`src/rtl/bpsk_mapper_if.sv`:
```
// Handshake and sample bus between a bit/carrier source and the BPSK mapper.
interface bpsk_mapper_if;
  logic signed [15:0] carrier_sig;
  logic               bit_in;
  logic               bit_valid;
  logic               bit_ready;
  logic signed [15:0] mod_sig;
  logic               mod_valid;
  logic               sym_strobe;
  logic               underrun;

  modport master (
    output carrier_sig, bit_in, bit_valid,
    input  bit_ready, mod_sig, mod_valid, sym_strobe, underrun
  );

  modport slave (
    input  carrier_sig, bit_in, bit_valid,
    output bit_ready, mod_sig, mod_valid, sym_strobe, underrun
  );
endinterface

```
`src/rtl/bpsk_mapper.sv`:
```
// BPSK mapper: holds each data bit for one carrier-locked symbol period and
// emits the carrier as-is (bit 0) or negated with saturation (bit 1).
module bpsk_mapper #(
  parameter int unsigned SAMPLES_PER_SYM = 256,
  parameter int unsigned ALIGN_OFFSET    = 2,
  parameter bit          DIFF_EN         = 1'b0
) (
  input  logic         clk_sig,
  input  logic         rst_n,
  bpsk_mapper_if.slave bus
);
  localparam int unsigned CW = (SAMPLES_PER_SYM > 1) ? $clog2(SAMPLES_PER_SYM) : 1;

  typedef enum logic {IDLE, RUN} state_t;

  state_t             r_state;
  logic [CW-1:0]      r_phase_cnt;
  logic               r_buf_full;
  logic               r_buf_bit;
  logic               r_cur_sym;
  logic               r_prev_sym;
  logic signed [15:0] r_mod_sig;
  logic               r_mod_valid;
  logic               r_sym_strobe;
  logic               r_underrun;

  logic               w_boundary;
  logic               w_ready;
  logic               w_accept;
  logic               w_load;
  logic               w_sym_new;
  logic               w_run_nxt;
  logic               w_sym_nxt;
  logic signed [15:0] w_neg;

  assign w_boundary = (r_phase_cnt == CW'(ALIGN_OFFSET));
  assign w_ready    = rst_n & (~r_buf_full | w_boundary);
  assign w_accept   = bus.bit_valid & w_ready;
  assign w_load     = w_boundary & r_buf_full;
  assign w_sym_new  = DIFF_EN ? (r_prev_sym ^ r_buf_bit) : r_buf_bit;

  // Output register looks at the post-edge state so the first sample of a
  // new symbol lands on the cycle after the boundary, with sym_strobe.
  assign w_run_nxt  = w_load | ((r_state == RUN) & ~w_boundary);
  assign w_sym_nxt  = w_load ? w_sym_new : r_cur_sym;
  assign w_neg      = (bus.carrier_sig == 16'sh8000) ? 16'sh7FFF : -bus.carrier_sig;

  always_ff @(posedge clk_sig) begin
    if (!rst_n) begin
      r_state      <= IDLE;
      r_phase_cnt  <= '0;
      r_buf_full   <= 1'b0;
      r_buf_bit    <= 1'b0;
      r_cur_sym    <= 1'b0;
      r_prev_sym   <= 1'b0;
      r_mod_sig    <= '0;
      r_mod_valid  <= 1'b0;
      r_sym_strobe <= 1'b0;
      r_underrun   <= 1'b0;
    end else begin
      r_phase_cnt <= (r_phase_cnt == CW'(SAMPLES_PER_SYM - 1)) ? '0 : r_phase_cnt + 1'b1;

      // An accept on a boundary replaces the bit being consumed.
      if (w_accept) begin
        r_buf_full <= 1'b1;
        r_buf_bit  <= bus.bit_in;
      end else if (w_load) begin
        r_buf_full <= 1'b0;
      end

      if (w_load) begin
        r_state   <= RUN;
        r_cur_sym <= w_sym_new;
        if (DIFF_EN) r_prev_sym <= w_sym_new;
      end else if (w_boundary && (r_state == RUN)) begin
        r_state    <= IDLE;
        r_underrun <= 1'b1;
      end

      r_sym_strobe <= w_load;
      r_mod_valid  <= w_run_nxt;
      r_mod_sig    <= !w_run_nxt ? '0 : (w_sym_nxt ? w_neg : bus.carrier_sig);
    end
  end

  assign bus.bit_ready  = w_ready;
  assign bus.mod_sig    = r_mod_sig;
  assign bus.mod_valid  = r_mod_valid;
  assign bus.sym_strobe = r_sym_strobe;
  assign bus.underrun   = r_underrun;
endmodule

```
`src/flat_wrapper.sv`:
```
// flat-port wrapper written by rule: the top's interface ports become plain ports
module bpsk_mapper_flat 
#(
  parameter int unsigned SAMPLES_PER_SYM = 256,
  parameter int unsigned ALIGN_OFFSET    = 2,
  parameter bit          DIFF_EN         = 1'b0
)
  (clk_sig, rst_n, bus_carrier_sig, bus_bit_in, bus_bit_valid, bus_bit_ready, bus_mod_sig, bus_mod_valid, bus_sym_strobe, bus_underrun);
  bpsk_mapper_if bus_i ();
  input  logic clk_sig;
  input  logic rst_n;
  input wire logic [$bits(bus_i.carrier_sig)-1:0] bus_carrier_sig;
  input wire logic [$bits(bus_i.bit_in)-1:0] bus_bit_in;
  input wire logic [$bits(bus_i.bit_valid)-1:0] bus_bit_valid;
  output wire logic [$bits(bus_i.bit_ready)-1:0] bus_bit_ready;
  output wire logic [$bits(bus_i.mod_sig)-1:0] bus_mod_sig;
  output wire logic [$bits(bus_i.mod_valid)-1:0] bus_mod_valid;
  output wire logic [$bits(bus_i.sym_strobe)-1:0] bus_sym_strobe;
  output wire logic [$bits(bus_i.underrun)-1:0] bus_underrun;
  assign bus_i.carrier_sig = bus_carrier_sig;
  assign bus_i.bit_in = bus_bit_in;
  assign bus_i.bit_valid = bus_bit_valid;
  assign bus_bit_ready = bus_i.bit_ready;
  assign bus_mod_sig = bus_i.mod_sig;
  assign bus_mod_valid = bus_i.mod_valid;
  assign bus_sym_strobe = bus_i.sym_strobe;
  assign bus_underrun = bus_i.underrun;
  bpsk_mapper #(.SAMPLES_PER_SYM(SAMPLES_PER_SYM), .ALIGN_OFFSET(ALIGN_OFFSET), .DIFF_EN(DIFF_EN)) u_core (.clk_sig(clk_sig), .rst_n(rst_n), .bus(bus_i));
endmodule
```
`config.mk`:
```
export PLATFORM = sky130hd
export DESIGN_NAME = bpsk_mapper_flat
export DESIGN_NICKNAME = d
export VERILOG_FILES = /design/src/rtl/bpsk_mapper_if.sv /design/src/rtl/bpsk_mapper.sv /design/src/flat_wrapper.sv
export SDC_FILE = /design/constraint.sdc
export NUM_CORES = 1
export LEC_CHECK = 0
export CORE_AREA = 2 2 63 53
export DETAILED_ROUTE_END_ITERATION = 10
export DIE_AREA = 0 0 65 55
export HOLD_SLACK_MARGIN = 0.02
export PLACE_DENSITY = 0.83
export SLEW_MARGIN = 20
export SYNTH_ARGS = -nofsm -noshare
export SYNTH_HDL_FRONTEND = slang
export SYNTH_SLANG_ARGS = --single-unit
```
`constraint.sdc`:
```
create_clock -name clk_sig -period 4.2 [get_ports clk_sig]
set_input_delay 0.84 -clock clk_sig [delete_from_list [all_inputs] [get_ports clk_sig]]
set_output_delay 0.84 -clock clk_sig [all_outputs]
set_load 0.02 [all_outputs]
```
# After elaboration in Yosys (flattened, before gate mapping)
# Cells that the tools add are included.
# Widths: inputs -> output; s select.
[totals]
ff_bits = 31
[classes]
n_bitwise = 10
reduce_logical = 6
n_addsub = 2
n_eq_ne = 3
n_mux = 7
[ops]
columns = ["op", "count"]
rows = [
  ["$mux 16", 2],
  ["$eq 16x16->1 const B", 1],
  ["$neg 16->16", 1],
  ["$add 8x1->8 const B", 1],
  ["$eq 8x2->1 const B", 1],
  ["$eq 8x8->1 const B", 1],
  ["$mux 1", 5],
  ["$and 1x1->1", 4],
  ["$not 1->1", 4],
  ["$reduce_and 2->1", 2],
  ["$reduce_bool 2->1", 2],
  ["$or 1x1->1", 2],
  ["$reduce_or 2->1", 1],
  ["$logic_and 1x1->1", 1],
]

# Longest topological paths before layout
[depth]
ltp_word = 5
ltp_mapped = 8

# Worst setup path before layout
# Ideal clock, no wire load.
[synth_timing]
path_type = "input -> register"
from = "in bus_carrier_sig[1]"
to = "reg u_core.r_mod_sig[15] (netlist: u_core.bus.mod_sig[15])"
setup_time_ps = 134
required_time_ps = 4066
path_stages = 5
arrival_time_ps = 2333
slack_ps = 1733
path_cell_list = "or4_1 nor4_2 nand2_1 o311ai_0 a21oi_1"
[synth_via]
elab_chain_cells = 3
word_cells_on_any_way = 4
classes_between = "add/sub: 1; eq/ne: 1; mux: 2"
[synth_rtl]
columns = ["item", "line", "source"]
rows = [
  ["start: declaration", "flat_wrapper.sv:12", "input wire logic [$bits(bus_i.carrier_sig)-1:0] bus_carrier_sig;"],
  ["$neg 16->16 or $eq 16x16->1 (tied branches)", "bpsk_mapper.sv:46", "assign w_neg = (bus.carrier_sig == 16'sh8000) ? 16'sh7FFF : -bus.carrier_sig;"],
  ["$mux 16 *", "bpsk_mapper.sv:46", ""],
  ["$mux 16 *", "bpsk_mapper.sv:82", "r_mod_sig <= !w_run_nxt ? '0 : (w_sym_nxt ? w_neg : bus.carrier_sig);"],
  ["end signal: assignment", "bpsk_mapper.sv:82", ""],
  ["end: declaration", "bpsk_mapper.sv:22", "logic signed [15:0] r_mod_sig;"],
]
# Mark *: on every way between the ends. The rest lies on a longest branch, timed or not.
# A chain may end at the register's enable or synchronous reset.

# Worst setup path in the final report
[layout_timing]
from = "in bus_carrier_sig[0]"
to = "reg u_core.r_mod_sig[2] (netlist: u_core.bus.mod_sig[2])"
# Same word-level chain as after synthesis.

==> run metrics <==
maximum capacitance violations 0; fill cell count 232; fmax 303 MHz; outcome finished clean; syn avg cell area 8.89 µm²; routed len/inst 14.2 µm; antenna violations before repair 0; Slew Viols, Final 0; Final Hold Fails 0; asr flop ratio synth 0; Tcrit/Tclk final 0.787; final wirelength 3500 µm; Resize count post-CTS 0; layout cell share with drive strength beyond 1 0.0680; htree depth 2; WP depth 8; worst path cell trace clkdlybuf4s50_1 > inv_1 > ha_1 > nor3b_1 > nand3_1 > nor2_1 > nor2_1 > a311oi_1; initial DRC count 79; NetSw 0.152 mW; TritonCTS Buffers 5; vias per std cell 5.60; Clock Power Share 0.401; CTS Hold Bufs 0; Synthesized Nets 188; Total GRT Usage 0.214; Synth Flop Type dfxtp_1; worst vdd ir 0.190 mV; CP peak stage delay 0.52 ns; DP HPWL 2390 µm; Sw Share 0.237; Int Pwr 0.490 mW; capturing point of the worst reg2reg path u_core.bus.mod_sig[12]$_SDFF_PN0_; multi-input logic area 778 µm²; PwrDens 325 nW/µm²; post-synthesis sequential area ratio 0.423; grt ovf 0; Final ANT Viol Nets 0; Slew @ Worst Pin 0.828 ns; clock buffer depth 2; total setup buffers inserted after CTS 0; CP max stage cell nor3b_1; Crit path top cell by count nor2_1; gpl congestion 0.764; P_leak 0.760 nW; DR DRC count 0; setup ws final 0.894 ns; die area 3580 µm²; crit path capture u_core.bus.mod_sig[2]$_SDFF_PN0_; Gate Count Post-Synth 165; io pins 40; root buffer cell clkbuf_8; Core Area 2950 µm²; R2R depth 7; Die X 65 µm; Worst setup SP type input pin; largest net degree at the start of global routing 21; vias in the first global route 1278; EDFF count, synth 0; Pre-antenna DRT Iters 4; Die Y 55 µm; first-pass GRT wire length 5800 µm; vias 1377; Rel. slew slack 0.443; distinct cell type count after synthesis 42; Syn Std Cell Area 1470 µm²; Initial Util 0.497; peak fanout along the critical path 11; Clock Latency Late Sink 0.28 ns; worst hold-check path type register to register; CP Data Arrival Time 3.48 ns; register area 621 µm²; nets@finish 228; Crit. End Element register; number of synthesis warnings 0; CTS tree done; CTS sink count 31; PortBufs 39; Hold Startpoint u_core.r_phase_cnt[0]$_SDFF_PP0_; RSZ-0062 raised after global routing false; dpl ws 0.733 ns; Critical path buffers and inverters 2; fin util 0.670; r2r startpoint u_core.r_phase_cnt[0]$_SDFF_PP0_; Setup-failing EPs final 0; setup slack, reg-to-reg 1.81 ns; setup TNS 0 ns; Top delay family on crit path simple AND/OR/NAND/NOR gates; Clock transition at path regs 0.06 ns; register bit total from synthesis 31; Post-Route Skew 0.00586 ns; share of power burned in registers 0.479; Area growth syn-to-layout 34.7%; CP Launch Point bus_carrier_sig[0]; Final min period 3.31 ns; FP Rows 18; combinational group share of total power 0.120; CP Data Required Time 4.37 ns; Ant. Diodes 0; crit path kind input pin to register
==> cell usage in the layout (no fill, tap or decap), types with 2 or more instances in the layout <==
cell type,instances
nand2_1,9
nor2b_1,2
a211oi_1,6
nor3_1,5
nor2_1,17
o211ai_1,3
o311a_1,2
ha_1,3
and3_1,2
a311oi_1,4
xor2_1,4
inv_1,10
dfxtp_1,31
a21oi_1,12
a21boi_0,2
nor3b_1,4
clkdlybuf4s50_1,39
o21ai_0,9
nand3_1,6
xnor2_1,2
o2111ai_1,2
clkbuf_8,7
and2_1,6
==> routing by layer <==
metal | vias to the layer above | wire length, µm | track usage | share of wire
li1 | 683 | - | - | -
met1 | 646 | 1620 | 0.266 | 0.46
met2 | 42 | 1630 | 0.371 | 0.47
met3 | 6 | 187 | 0.0506 | 0.054
met4 | 0 | 54 | 0.0780 | 0.015
met5 | - | 0 | 0 | 0
==> final cells by class <==
| cell class | count | share of cell area |
|---|---|---|
| Timing Repair Buffer | 39 | 0.197 |
| Multi-Input combinational cell | 118 | 0.394 |
| Clock buffer | 8 | 0.0506 |
| Tap cell | 40 | 0.0253 |
| Sequential cell | 31 | 0.314 |
| Inverter | 10 | 0.0190 |
==> power by group through the flow <==
stage               Sequential, mW  Clock, mW  Combinational [mW]
floorplan                    0.318          0              0.0306
global placement             0.314          0              0.0737
detailed placement           0.314          0              0.0756
CTS                          0.308      0.259              0.0767
global route                 0.309      0.273              0.0847
finish                       0.308      0.258              0.0771
==> per-stage QoR <==
step | cell area, µm² | power, mW | std cells | hold slack, ns
floorplan | 1470 | 0.349 | 165 | 0.437
global placement | 1880 | 0.388 | 238 | 0.454
detailed placement | 1880 | 0.390 | 238 | 0.473
CTS | 1980 | 0.643 | 246 | 0.487
global route | 1980 | 0.666 | 246 | 0.503
finish | 1980 | 0.643 | 246 | 0.475
==> Yosys cell counts (2+ instances only) <==
| master | count | area (µm²) |
|---|---|---|
| nand3_1 | 6 | 30.0 |
| o211ai_1 | 3 | 22.5 |
| dfxtp_1 | 31 | 621 |
| clkbuf_1 | 4 | 15.0 |
| o2111ai_1 | 2 | 17.5 |
| inv_1 | 10 | 37.5 |
| nor2_1 | 17 | 63.8 |
| xor2_1 | 4 | 35.0 |
| nor2b_1 | 2 | 12.5 |
| o311a_1 | 2 | 20.0 |
| a311oi_1 | 4 | 35.0 |
| and3_1 | 2 | 12.5 |
| o21ai_0 | 9 | 45.0 |
| ha_1 | 3 | 37.5 |
| a21boi_0 | 2 | 15.0 |
| a211oi_1 | 6 | 45.0 |
| and2_1 | 6 | 37.5 |
| a21oi_1 | 12 | 60.1 |
| nor3_1 | 5 | 25.0 |
| nor3b_1 | 4 | 30.0 |
| xnor2_1 | 2 | 17.5 |
| nand2_1 | 9 | 33.8 |
==> worst register-to-register path: cells and delay by family (launching register included) <==
family,cells,cell delay [ns]
DFF,1,0.34
and+or+nand+nor,5,1.76
buffers and inverters,1,0.06
adders and majority gates,1,0.14
==> how the worst min path moves through the flow <==
stage,depth (start not counted),end
finish,1,u_core.r_phase_cnt[0]$_SDFF_PP0_
global route,1,u_core.r_phase_cnt[0]$_SDFF_PP0_
CTS,1,u_core.r_phase_cnt[0]$_SDFF_PP0_
detailed placement,1,u_core.r_phase_cnt[0]$_SDFF_PP0_
global placement,1,u_core.r_phase_cnt[0]$_SDFF_PP0_
floorplan,1,u_core.r_phase_cnt[0]$_SDFF_PP0_
==> logic make-up after synthesis <==
group | share of synthesized area
and+or+nand+nor | 0.224
AOI/OAI and AO/OA | 0.219
DFF | 0.423
buffers and inverters | 0.0469
xor gates and xnor gates | 0.0358
adders and majority gates | 0.0256
muxes | 0.0256
==> registers in the layout, indices dropped and copies added (netlist names) <==
| register | flops |
|---|---|
| u_core.bus.mod_sig | 16 |
| u_core.r_phase_cnt | 8 |
| u_core.bus.mod_valid | 1 |
| u_core.bus.sym_strobe | 1 |
| u_core.bus.underrun | 1 |
| u_core.r_buf_bit | 1 |
| u_core.r_buf_full | 1 |
| u_core.r_cur_sym | 1 |
| u_core.r_state | 1 |
Power figures use the tool's default switching activity.
